### src/rtl/cat_pkg.sv
// Shared definitions for the CatRecognizer frame loader: frame FSM encoding
// and the fixed register map of the CatRecognizer APB slave.
package cat_pkg;

    typedef enum logic [2:0] {
        IDLE   = 3'd0,
        FETCH  = 3'd1,
        SETUP  = 3'd2,
        ACCESS = 3'd3,
        WAIT   = 3'd4
    } state_t;

    localparam int START_REG_ADDR = 0;
    localparam int PIX_BASE_ADDR  = 1;
    localparam int START_CMD      = 1;

endpackage

### src/rtl/apb_master_if.sv
// APB write-phase sequencer: decodes SETUP/ACCESS phase strobes into the bus
// controls and holds PADDR/PWDATA stable across the whole transfer.
module apb_master_if #(
    parameter int Amba_Word       = 24,
    parameter int Amba_Addr_Depth = 12
) (
    input  logic                       clk,
    input  logic                       rst,
    input  logic                       load_en,
    input  logic [Amba_Addr_Depth:0]   load_addr,
    input  logic [Amba_Word-1:0]       load_data,
    input  logic                       phase_setup,
    input  logic                       phase_access,
    output logic                       PSEL,
    output logic                       PENABLE,
    output logic                       PWRITE,
    output logic [Amba_Addr_Depth:0]   PADDR,
    output logic [Amba_Word-1:0]       PWDATA
);

    logic [Amba_Addr_Depth:0] paddr_q, paddr_d;
    logic [Amba_Word-1:0]     pwdata_q, pwdata_d;

    // Address/data only move while the bus is idle, so they are stable from
    // SETUP through ACCESS by construction.
    always_comb begin
        paddr_d  = paddr_q;
        pwdata_d = pwdata_q;
        if (load_en) begin
            paddr_d  = load_addr;
            pwdata_d = load_data;
        end
    end

    always_ff @(posedge clk or posedge rst) begin
        if (rst) begin
            paddr_q  <= '0;
            pwdata_q <= '0;
        end else begin
            paddr_q  <= paddr_d;
            pwdata_q <= pwdata_d;
        end
    end

    // Phase strobes come straight from reset-cleared state flops, so the
    // bus controls fall as soon as reset asserts.
    assign PSEL    = phase_setup | phase_access;
    assign PENABLE = phase_access;
    assign PWRITE  = phase_setup | phase_access;
    assign PADDR   = paddr_q;
    assign PWDATA  = pwdata_q;

endmodule

### src/rtl/apb_frame_loader.sv
// Streams one frame of pixel words into the CatRecognizer over APB, kicks the
// start register, waits a fixed latency and captures the classification.
//
// state  | meaning
// IDLE   | no frame; waiting for start
// FETCH  | pix_ready high, waiting for the next pixel word
// SETUP  | APB setup phase (pixel or start-register write)
// ACCESS | APB access phase; decide next word / start write / wait
// WAIT   | result latency countdown, then sample cat_in
module apb_frame_loader
    import cat_pkg::*;
#(
    parameter int Amba_Word       = 24,
    parameter int Amba_Addr_Depth = 12,
    parameter int NumWords        = 4096,
    parameter int ResultLatency   = 4200
) (
    input  logic                       clk,
    input  logic                       rst,
    input  logic                       start,
    input  logic                       pix_valid,
    input  logic [Amba_Word-1:0]       pix_data,
    output logic                       pix_ready,
    output logic                       PSEL,
    output logic                       PENABLE,
    output logic                       PWRITE,
    output logic [Amba_Addr_Depth:0]   PADDR,
    output logic [Amba_Word-1:0]       PWDATA,
    input  logic                       cat_in,
    output logic                       busy,
    output logic                       done,
    output logic                       cat_result
);

    localparam int AddrW = Amba_Addr_Depth + 1;
    localparam int CntW  = $clog2(NumWords + 1);
    localparam int TmrW  = $clog2(ResultLatency + 1);

    localparam logic [CntW-1:0]      CNT_LAST  = CntW'(NumWords);
    localparam logic [TmrW-1:0]      TMR_LOAD  = TmrW'(ResultLatency - 1);
    localparam logic [AddrW-1:0]     ADDR_BASE = AddrW'(PIX_BASE_ADDR);
    localparam logic [AddrW-1:0]     ADDR_GO   = AddrW'(START_REG_ADDR);
    localparam logic [Amba_Word-1:0] DATA_GO   = Amba_Word'(START_CMD);

    state_t            state_q, state_d;
    logic [CntW-1:0]   cnt_q, cnt_d, cnt_inc;
    logic [TmrW-1:0]   tmr_q, tmr_d;
    logic              start_phase_q, start_phase_d;
    logic              done_q, done_d;
    logic              res_q, res_d;

    logic              ld_en;
    logic [AddrW-1:0]  ld_addr;
    logic [Amba_Word-1:0] ld_data;

    assign cnt_inc = cnt_q + CntW'(1);

    always_comb begin
        state_d       = state_q;
        cnt_d         = cnt_q;
        tmr_d         = tmr_q;
        start_phase_d = start_phase_q;
        done_d        = 1'b0;
        res_d         = res_q;
        ld_en         = 1'b0;
        ld_addr       = '0;
        ld_data       = '0;

        case (state_q)
            IDLE: begin
                // done_q high means we are in the result cycle; a start there
                // is deliberately dropped.
                if (start && !done_q) begin
                    state_d       = FETCH;
                    cnt_d         = '0;
                    start_phase_d = 1'b0;
                end
            end
            FETCH: begin
                if (pix_valid) begin
                    ld_en   = 1'b1;
                    ld_addr = AddrW'(cnt_q) + ADDR_BASE;
                    ld_data = pix_data;
                    state_d = SETUP;
                end
            end
            SETUP: begin
                state_d = ACCESS;
            end
            ACCESS: begin
                if (start_phase_q) begin
                    tmr_d   = TMR_LOAD;
                    state_d = WAIT;
                end else begin
                    cnt_d = cnt_inc;
                    if (cnt_inc < CNT_LAST) begin
                        state_d = FETCH;
                    end else begin
                        ld_en         = 1'b1;
                        ld_addr       = ADDR_GO;
                        ld_data       = DATA_GO;
                        start_phase_d = 1'b1;
                        state_d       = SETUP;
                    end
                end
            end
            WAIT: begin
                if (tmr_q == '0) begin
                    res_d   = cat_in;
                    done_d  = 1'b1;
                    state_d = IDLE;
                end else begin
                    tmr_d = tmr_q - TmrW'(1);
                end
            end
            default: begin
                state_d = IDLE;
            end
        endcase
    end

    always_ff @(posedge clk or posedge rst) begin
        if (rst) begin
            state_q       <= IDLE;
            cnt_q         <= '0;
            tmr_q         <= '0;
            start_phase_q <= 1'b0;
            done_q        <= 1'b0;
            res_q         <= 1'b0;
        end else begin
            state_q       <= state_d;
            cnt_q         <= cnt_d;
            tmr_q         <= tmr_d;
            start_phase_q <= start_phase_d;
            done_q        <= done_d;
            res_q         <= res_d;
        end
    end

    apb_master_if #(
        .Amba_Word       (Amba_Word),
        .Amba_Addr_Depth (Amba_Addr_Depth)
    ) u_apb (
        .clk          (clk),
        .rst          (rst),
        .load_en      (ld_en),
        .load_addr    (ld_addr),
        .load_data    (ld_data),
        .phase_setup  (state_q == SETUP),
        .phase_access (state_q == ACCESS),
        .PSEL         (PSEL),
        .PENABLE      (PENABLE),
        .PWRITE       (PWRITE),
        .PADDR        (PADDR),
        .PWDATA       (PWDATA)
    );

    assign pix_ready  = (state_q == FETCH);
    assign busy       = (state_q != IDLE);
    assign done       = done_q;
    assign cat_result = res_q;

endmodule

### config.mk
export PLATFORM = sky130hd
export DESIGN_NAME = apb_frame_loader
export DESIGN_NICKNAME = d
export VERILOG_FILES = /design/src/rtl/cat_pkg.sv /design/src/rtl/apb_master_if.sv /design/src/rtl/apb_frame_loader.sv
export SDC_FILE = /design/constraint.sdc
export NUM_CORES = 1
export LEC_CHECK = 0
export ABC_AREA = 0
export CAP_MARGIN = 20
export CORE_MARGIN = 3
export CORE_UTILIZATION = 26
export CTS_BUF_LIST = sky130_fd_sc_hd__clkbuf_8
export DETAILED_ROUTE_END_ITERATION = 10
export DONT_BUFFER_PORTS = 1
export PLACE_DENSITY_LB_ADDON = 0.1
export REMOVE_ABC_BUFFERS = 1
export SLEW_MARGIN = 30
export SYNTH_ARGS = -nofsm -noshare
export SYNTH_HDL_FRONTEND = slang
export SYNTH_SLANG_ARGS = --single-unit
export TNS_END_PERCENT = 10
### constraint.sdc
create_clock -name clk -period 2.75 [get_ports clk]
set_clock_uncertainty 0.15 [all_clocks]
set_input_delay 0.55 -clock clk [delete_from_list [all_inputs] [get_ports clk]]
set_output_delay 0.55 -clock clk [all_outputs]
set_load 0.01 [all_outputs]
# Word level (Yosys, flattened, before mapping)
# Cells that the tools add are included.
[classes]
addsub = 2
bitwise = 1
n_reduce_logical = 12
n_mux = 27
eq_ne = 10
n_lt_le_gt_ge = 1
[ops]
columns = ["cell", "n"]
rows = [
  ["13-bit two-way mux", 6],
  ["13-bit case mux with 2 select lines", 2],
  ["24-bit case mux with 2 select lines", 1],
  ["24-bit two-way mux", 1],
  ["3-bit case mux with 5 select lines", 1],
  ["13-bit by 1-bit adder with 13-bit output, second input constant", 1],
  ["13-bit zero test", 1],
  ["13-bit < comparator, second input constant", 1],
  ["13-bit by 1-bit subtractor with 13-bit output, second input constant", 1],
  ["3-bit two-way mux", 4],
  ["2-bit != test, second input constant", 6],
  ["1-bit two-way mux", 9],
  ["3-bit AND reduction", 3],
  ["3-bit by 2-bit equality test with 1-bit output, second input constant", 2],
  ["1-bit case mux with 2 select lines", 2],
  ["2-bit AND reduction", 2],
  ["2-bit nonzero test", 2],
  ["3-bit by 1-bit equality test with 1-bit output, second input constant", 1],
  ["3-bit equality test, second input constant", 1],
  ["3-bit zero test", 1],
  ["3-bit nonzero test", 1],
  ["2-bit two-way mux", 1],
  ["1-bit logical AND", 1],
  ["1-bit zero test", 1],
  ["1-bit bitwise OR", 1],
]
[totals]
input_bits = 29
output_inout_bits = 44
register_bits = 69

# Longest topological paths before layout
# Gate-level depths: netlist of run 1.
[logic_depth]
depth_word = 5
mapped_depth = 7
mapped_depth_nobuf = 6

# Modules after synthesis
# A second synthesis of run 1 with hierarchy kept.
[hier_totals]
cells_unflattened = 323
area_unflattened_um2 = 3638.5
[modules_own_cells]
columns = ["module", "seq_area_each_um2", "area_per_inst_um2", "cells_each", "instances"]
rows = [
  ["apb_frame_loader", 800.8, 2087.0, 241, 1],
  ["apb_master_if", 925.9, 1551.5, 82, 1],
]

# Worst setup path before layout of run 1
# No wires, ideal clock.
[synth_timing]
kind = "flip-flop to flip-flop"
startpoint = "register cnt_q[0]"
endpoint = "register u_apb.paddr_q[2], in the netlist u_apb.PADDR[2]"
arrival_ns = 1.801
path_stages_with_launch = 8
setup_ns = 0.080
path_buffers = 2
path_slack_ns = 0.719
cell_sequence = "dfrtp_1 > ha_1 > and2_1 > and4_1 > buf_6 > mux2_4 > buf_6 > o22ai_2"
[synth_between]
elab_chain_len = 5
[synth_rtl]
columns = ["item", "line_no", "text"]
rows = [
  ["start: declaration", "apb_frame_loader.sv:46", "logic [CntW-1:0] cnt_q, cnt_d, cnt_inc;"],
  ["start signal: assignment", "apb_frame_loader.sv:132", "cnt_q <= cnt_d;"],
  ["13-bit by 1-bit adder with 13-bit output *", "apb_frame_loader.sv:56, apb_frame_loader.sv:82", ""],
  ["13-bit < comparator", "apb_frame_loader.sv:96", "if (cnt_inc < CNT_LAST) begin"],
  ["1-bit two-way mux", "apb_frame_loader.sv:96", ""],
  ["1-bit two-way mux", "apb_frame_loader.sv:91", "if (start_phase_q) begin"],
  ["1-bit case mux with 2 select lines", "apb_frame_loader.sv:69", "case (state_q)"],
  ["end signal: assignment", "apb_master_if.sv:40", "paddr_q <= paddr_d;"],
  ["end: declaration", "apb_master_if.sv:21", "logic [Amba_Addr_Depth:0] paddr_q, paddr_d;"],
]
# Every way passes the cells marked *; elsewhere a longest branch is shown, timed or not.
# A chain may end at the register's enable or synchronous reset.

# Worst setup path in the final report of run 1
[layout_timing]
startpoint = "register cnt_q[0]"
endpoint = "register u_apb.pwdata_q[19], in the netlist u_apb.PWDATA[19]"
[layout_between]
elab_chain_len = 5
[layout_rtl]
columns = ["item", "line_no", "text"]
rows = [
  ["13-bit by 1-bit adder with 13-bit output", "apb_frame_loader.sv:56", "assign cnt_inc = cnt_q + CntW'(1);"],
  ["13-bit < comparator", "apb_frame_loader.sv:96", ""],
  ["1-bit two-way mux", "apb_frame_loader.sv:96", ""],
  ["1-bit two-way mux", "apb_frame_loader.sv:91", ""],
  ["1-bit case mux with 2 select lines", "apb_frame_loader.sv:69", ""],
  ["end signal: assignment", "apb_master_if.sv:41", "pwdata_q <= pwdata_d;"],
  ["end: declaration", "apb_master_if.sv:22", "logic [Amba_Word-1:0] pwdata_q, pwdata_d;"],
]
# No other way between the ends.

==> metrics.yaml, run 1 <==
status:
  status: "completed"
final_layout:
  nets: 374
  postLayoutCellArea_sq_um: 3831
  syn_to_final_growth_pct: 12.66
  n_fill_cell: 1404
  antenna_cells: 0
  drive_gt1_frac: 0.1210
clocking:
  cts-root-buf: "clkbuf_8"
  clk_path_buf_depth: 2
  cts_buffers: 9
  clkSlewWorstSetupHoldPaths_ns: 0.08
  cts_resized: 0
  clk_latency_ns: 0.36
  hold_buffers: 1
  cts_tree: "built"
  cts.sinks: 69
  cts_htree_levels: 3
  postCtsSetupBuffers: 0
setup_path:
  path_cells: "ha_1, and2_1, and4_1, mux2_4, o21ai_0"
  cp-end-kind: "flop"
  cp.arrival_ns: 2.44
  slowest_delay_ns: 0.51
  cp.buffers_inverters: 0
  critPathTopFamily: "simple AND/OR/NAND/NOR gates"
  crit_required_ns: 2.88
  crit_path_start_kind: "flop"
  cp_max_fo: 36
  path_class: "reg -> reg"
  slowest_stage: "mux2_4"
floorplanning:
  rows: 41
  die_h_um: 120.4
  dieArea_sq_um: 14490
  core_sq_um: 12720
  io_pins: 73
  die_w_um: 120.4
  start_util: 0.2673
logic_synthesis:
  ys_seq_area_frac: 0.5077
  syn_area_sq_um: 3401
  syn_avg_cell_area_sq_um: 9.857
  ys_warn_count: 0
  yosys_register_bits: 69
  synthFlopType: "dfrtp_1"
  synthCells: 345
  async_flop_share: 1.000
  ys_types: 54
  synth_edf_count: 0
global_routing:
  grt_max_degree: 46
  grt_pass1_vias: 2555
  grt_pass1_wl_um: 13660
  grt_busiest_layer: "met2"
  gr-total-overflow: 0
  met2_usage: 0.1743
  grtUsageTotal: 0.1220
  grt_antenna_before_repair: 0
  grtUsageMet3: 0.06501
  grt_util_met1: 0.1593
timing:
  slew_viol_final: 0
  fin_ws_ns: 0.4321
  min_period_ns: 2.318
  slew_headroom: 0.6158
  fin_tns_setup_ns: 0
  rsz0062_at_grt: "no"
  worst_pin_slew_ns: 0.5755
  hold_viol_final: 0
  setup_viol: 0
  max_freq_mhz: 431.4
  finalCritPeriodShare: 0.8429
power:
  cellLeakagePower_nw: 1.649
  vdd_drop_max_v: 0.0004560
  powerDensity_nw_per_um2: 549.7
placement:
  portBuffers: 0
  post-place-ws_ns: 0.4146
  dp_hpwl_um: 5541
  place_area_sq_um: 3563
  place.gp.congestion: 0.7230
hold_path:
  hold_path.class: "in -> reg"
route:
  vias: 2460
  drt-initial-drc-count: 138
  first_pass_iters: 4
  drc: 0
  wl_um: 8385
  avgViaCountPerCell: 4.740
  final_antenna_net_count: 0
  wire_per_inst_um: 16.16
run:
  max_cap_viol_count: 0
[state kept, by name, summed over array words and instances (netlist names)]
| register | cells |
|---|---|
| done | 1 |
| u_apb.PWDATA | 24 |
| state_q | 3 |
| cat_result | 1 |
| tmr_q | 13 |
| cnt_q | 13 |
| u_apb.PADDR | 13 |
| start_phase_q | 1 |
[kinds of logic after synthesis]
kind of cell               count (synthesis)  share of synthesized area
and+or+nand+nor                          141                     0.2252
AOI/OAI and AO/OA                         82                     0.1512
DFF                                       69                     0.5077
buffers and inverters                     30                    0.04783
xor gates and xnor gates                  11                    0.02833
muxes                                      9                    0.02870
adders and majority gates                  3                    0.01104
[layout make-up]
| type | count | area (sq um) | area share |
|---|---|---|---|
| Sequential cell | 69 | 1727 | 0.4507 |
| Timing Repair Buffer | 8 | 87.58 | 0.02286 |
| Clock inverter | 5 | 106.4 | 0.02776 |
| Tap cell | 172 | 215.2 | 0.05617 |
| Inverter | 8 | 30.03 | 0.007838 |
| Multi-Input combinational cell | 246 | 1514 | 0.3952 |
| Clock buffer | 11 | 151.4 | 0.03952 |
[routing by layer]
layer | routed length (um) | vias up | share of wire
li1 | - | 1212 | -
met1 | 3981 | 1172 | 0.47
met2 | 3524 | 67 | 0.42
met3 | 782 | 9 | 0.093
met4 | 96 | 0 | 0.011
met5 | 0 | - | 0
[worst register-to-register path, delay by kind of cell (launching register included)]
kind,cells,cell delay [ns]
simple gates,2,0.60
flops,1,0.46
compound gates,1,0.24
mux,1,0.51
fa+ha+maj,1,0.28
[where the power goes]
| group | switching (mW) | total [mW] | internal (mW) | leakage (nW) |
|---|---|---|---|---|
| Clock | 0.413 | 1.07 | 0.653 | 0.126 |
| Combinational | 0.0214 | 0.0260 | 0.00461 | 0.663 |
| Sequential | 0 | 1.01 | 1.01 | 0.860 |
| Total | 0.434 | 2.11 | 1.67 | 1.65 |
[worst paths after layout]
kind                              start                to  slack (ns)  cells after the start
setup / recovery               cnt_q[0]  u_apb.PWDATA[19]        0.43                      5
min in group asynchronous           rst   u_apb.PWDATA[5]        0.55                      2
hold reg to reg                tmr_q[6]          tmr_q[6]        0.37                      1
hold / removal             pix_data[22]  u_apb.PWDATA[22]        0.15                      2
max in group asynchronous           rst         tmr_q[12]        1.25                      3
setup reg to reg               cnt_q[0]  u_apb.PWDATA[19]        0.43                      5
[placed cells by master, fill, tap and decap left out, types with 6 or more instances in the layout]
master / n
nand2_1: 77
dfrtp_1: 69
o21ai_0: 22
o21ai_1: 18
clkbuf_8: 11
nand3_1: 10
o22ai_1: 8
and3_1: 7
inv_1: 7
a31oi_1: 7
nor2_1: 6
xor2_1: 6
a21oi_1: 6
mux2i_1: 6
[Yosys cell counts, types with 2 or more instances]
master / number / area share
nand2b_1: 3 / 0.0055
a21oi_1: 6 / 0.0088
buf_6: 4 / 0.013
nor2_1: 6 / 0.0066
nor3_2: 2 / 0.0059
o22ai_2: 4 / 0.015
nor3b_2: 2 / 0.0074
dfrtp_1: 69 / 0.51
o31ai_1: 5 / 0.011
nor3_1: 3 / 0.0044
nand2_1: 78 / 0.086
xor2_1: 6 / 0.015
and4_1: 3 / 0.0077
inv_1: 8 / 0.0088
and2_1: 5 / 0.0092
nand3_1: 10 / 0.015
and3_1: 7 / 0.013
a311oi_1: 3 / 0.0077
nor4_1: 2 / 0.0037
a22o_1: 2 / 0.0052
or3_1: 4 / 0.0074
buf_2: 7 / 0.010
nand4_1: 2 / 0.0037
a31oi_1: 7 / 0.013
and3b_1: 2 / 0.0052
clkbuf_1: 8 / 0.0088
o21ai_0: 22 / 0.032
or4_1: 2 / 0.0044
o21ai_1: 18 / 0.026
o22ai_1: 8 / 0.015
mux2i_1: 6 / 0.018
buf_4: 3 / 0.0066
xnor2_1: 5 / 0.013
ha_1: 3 / 0.011
[metrics by stage]
step / total power, mW / util / cells / hold slack, ns
after global placement: 1.061 / 0.2801 / 502 / 0.3505
after global routing: 2.217 / 0.3011 / 519 / 0.1287
after detailed placement: 1.061 / 0.2801 / 502 / 0.3688
after floorplan: 1.050 / - / 323 / 0.3271
after CTS: 2.166 / 0.3011 / 519 / 0.1180
final: 2.106 / 0.3011 / 519 / 0.1502
Power figures use the tool's default switching activity.
==> run 2, diff against run 1 <==
clock period = 2 ns   (was 2.75 ns; I/O delays follow)
==> metrics.yaml, run 2 (synthesis gave the netlist of run 1 again) <==
clocking:
  cts-root-buf: "clkbuf_8"
  clkSlewWorstSetupHoldPaths_ns: 0.08
  cts_tree: "built"
  postCtsSetupBuffers: 0
  clk_path_buf_depth: 2
  clk_latency_ns: 0.36
  cts_buffers: 9
  cts.sinks: 69
  cts_htree_levels: 3
hold_path:
  holdPathStages: 2
  hold_path.class: "in -> reg"
power:
  power.total_mw: 2.736
  cellLeakagePower_nw: 1.871
  vdd_drop_max_v: 0.0002195
  powerDensity_nw_per_um2: 642.3
floorplanning:
  core_sq_um: 12720
  start_util: 0.2673
  die_w_um: 120.4
  io_pins: 73
  rows: 41
  die_h_um: 120.4
  dieArea_sq_um: 14490
timing:
  finalCritPeriodShare: 0.9922
  worst_pin_slew_ns: 0.4699
  slew_viol_final: 0
  max_freq_mhz: 503.9
  hold_viol_final: 0
  slew_headroom: 0.6863
  min_period_ns: 1.984
  rsz0062_at_grt: "yes"
  fin_ws_ns: 0.01552
  setup_viol: 0
final_layout:
  regArea_sq_um: 1729
  final_core_util: 0.3349
  layout_common_cells: "77 x nand2_1, 67 x dfrtp_1, 33 x buf_4"
  n_fill_cell: 1343
  nets: 423
  multi_input_comb_area_sq_um: 1534
  syn_to_final_growth_pct: 25.28
  postLayoutCellArea_sq_um: 4260
  layout.cells.most_common: "nand2_1"
  largest_reg_flops: 24
  antenna_cells: 0
  drive_gt1_frac: 0.1995
setup_path:
  slowest_delay_ns: 0.56
  cp_max_fo: 5
  critPathTopFamily: "simple AND/OR/NAND/NOR gates"
  cp-end-kind: "flop"
  crit_path_start_kind: "flop"
  cp.arrival_ns: 2.11
  crit_required_ns: 2.13
  r2r_cells: 5
  path_cells: "buf_4, or4_4, or3_1, nor3_2, mux2i_1"
  slowest_stage: "or4_4"
  cp.depth: 5
  cp.buffers_inverters: 1
  path_class: "reg -> reg"
run:
  max_cap_viol_count: 0
global_routing:
  grt_util_met1: 0.1816
  grt_max_degree: 36
  grt_busiest_layer: "met2"
  grt_pass1_wl_um: 14870
  grt_pass1_vias: 2804
  met2_usage: 0.1876
  grt_antenna_before_repair: 0
  gr-total-overflow: 0
  grtUsageTotal: 0.1304
  grtUsageMet3: 0.03929
route:
  vias: 2687
  avgViaCountPerCell: 4.731
  final_antenna_net_count: 0
  drc: 0
  drt-initial-drc-count: 119
  first_pass_iters: 4
  wl_um: 8964
  wire_per_inst_um: 15.78
placement:
  place_area_sq_um: 3834
  place.gp.congestion: 0.7160
  portBuffers: 0
  dp_hpwl_um: 6077
  post-place-ws_ns: 0.03781
status:
  status: "completed"
## run 2: path summary, 6_finish.rpt
path / start / end / slack, ns
max reg2reg: tmr_q[0] / tmr_q[9] / 0.02
min in group asynchronous: rst / u_apb.PADDR[12] / 0.36
min reg2reg: tmr_q[6] / tmr_q[6] / 0.36
min: pix_data[20] / u_apb.PWDATA[20] / 0.02
max in group asynchronous: rst / tmr_q[11] / 0.82
max: tmr_q[0] / tmr_q[9] / 0.02
## run 2: through the flow
stage	hold slack, ns	setup TNS (ns)	std cells
global placement	0.1896	0	533
detailed placement	0.1960	0	533
global route	0.004241	-0.1776	568
finish	0.02199	0	568
CTS	0.001741	0	568
floorplan	0.3271	-22.92	323
## run 2: layout make-up
type	instances	share of cell area
repair buffers	57	0.1263
well taps	172	0.05051
inverters	8	0.007048
clock buffers	9	0.02907
multi-input cells	246	0.3601
flip-flops and latches	69	0.4059
clock inverters	7	0.02115
## run 2: repair_timing
item | in CTS | in global routing
hold endpoints to repair | 33 | 0
hold buffers | 19 | 0
setup endpoints to repair | 0 | 19
gates resized for setup | 0 | 10
## run 2: power breakdown
group | internal [mW] | leakage, nW | switching (mW)
combinational | 0.0348 | 0.909 | 0.0366
clock | 0.695 | 0.105 | 0.576
sequential | 1.39 | 0.857 | 0
total | 2.12 | 1.87 | 0.613
## run 2: metal layers
metal	vias up	routed length, um	part of all wire
met5	-	0	0
met3	11	682	0.076
met4	0	155	0.017
met2	78	3704	0.41
li1	1305	-	-
met1	1293	4421	0.49
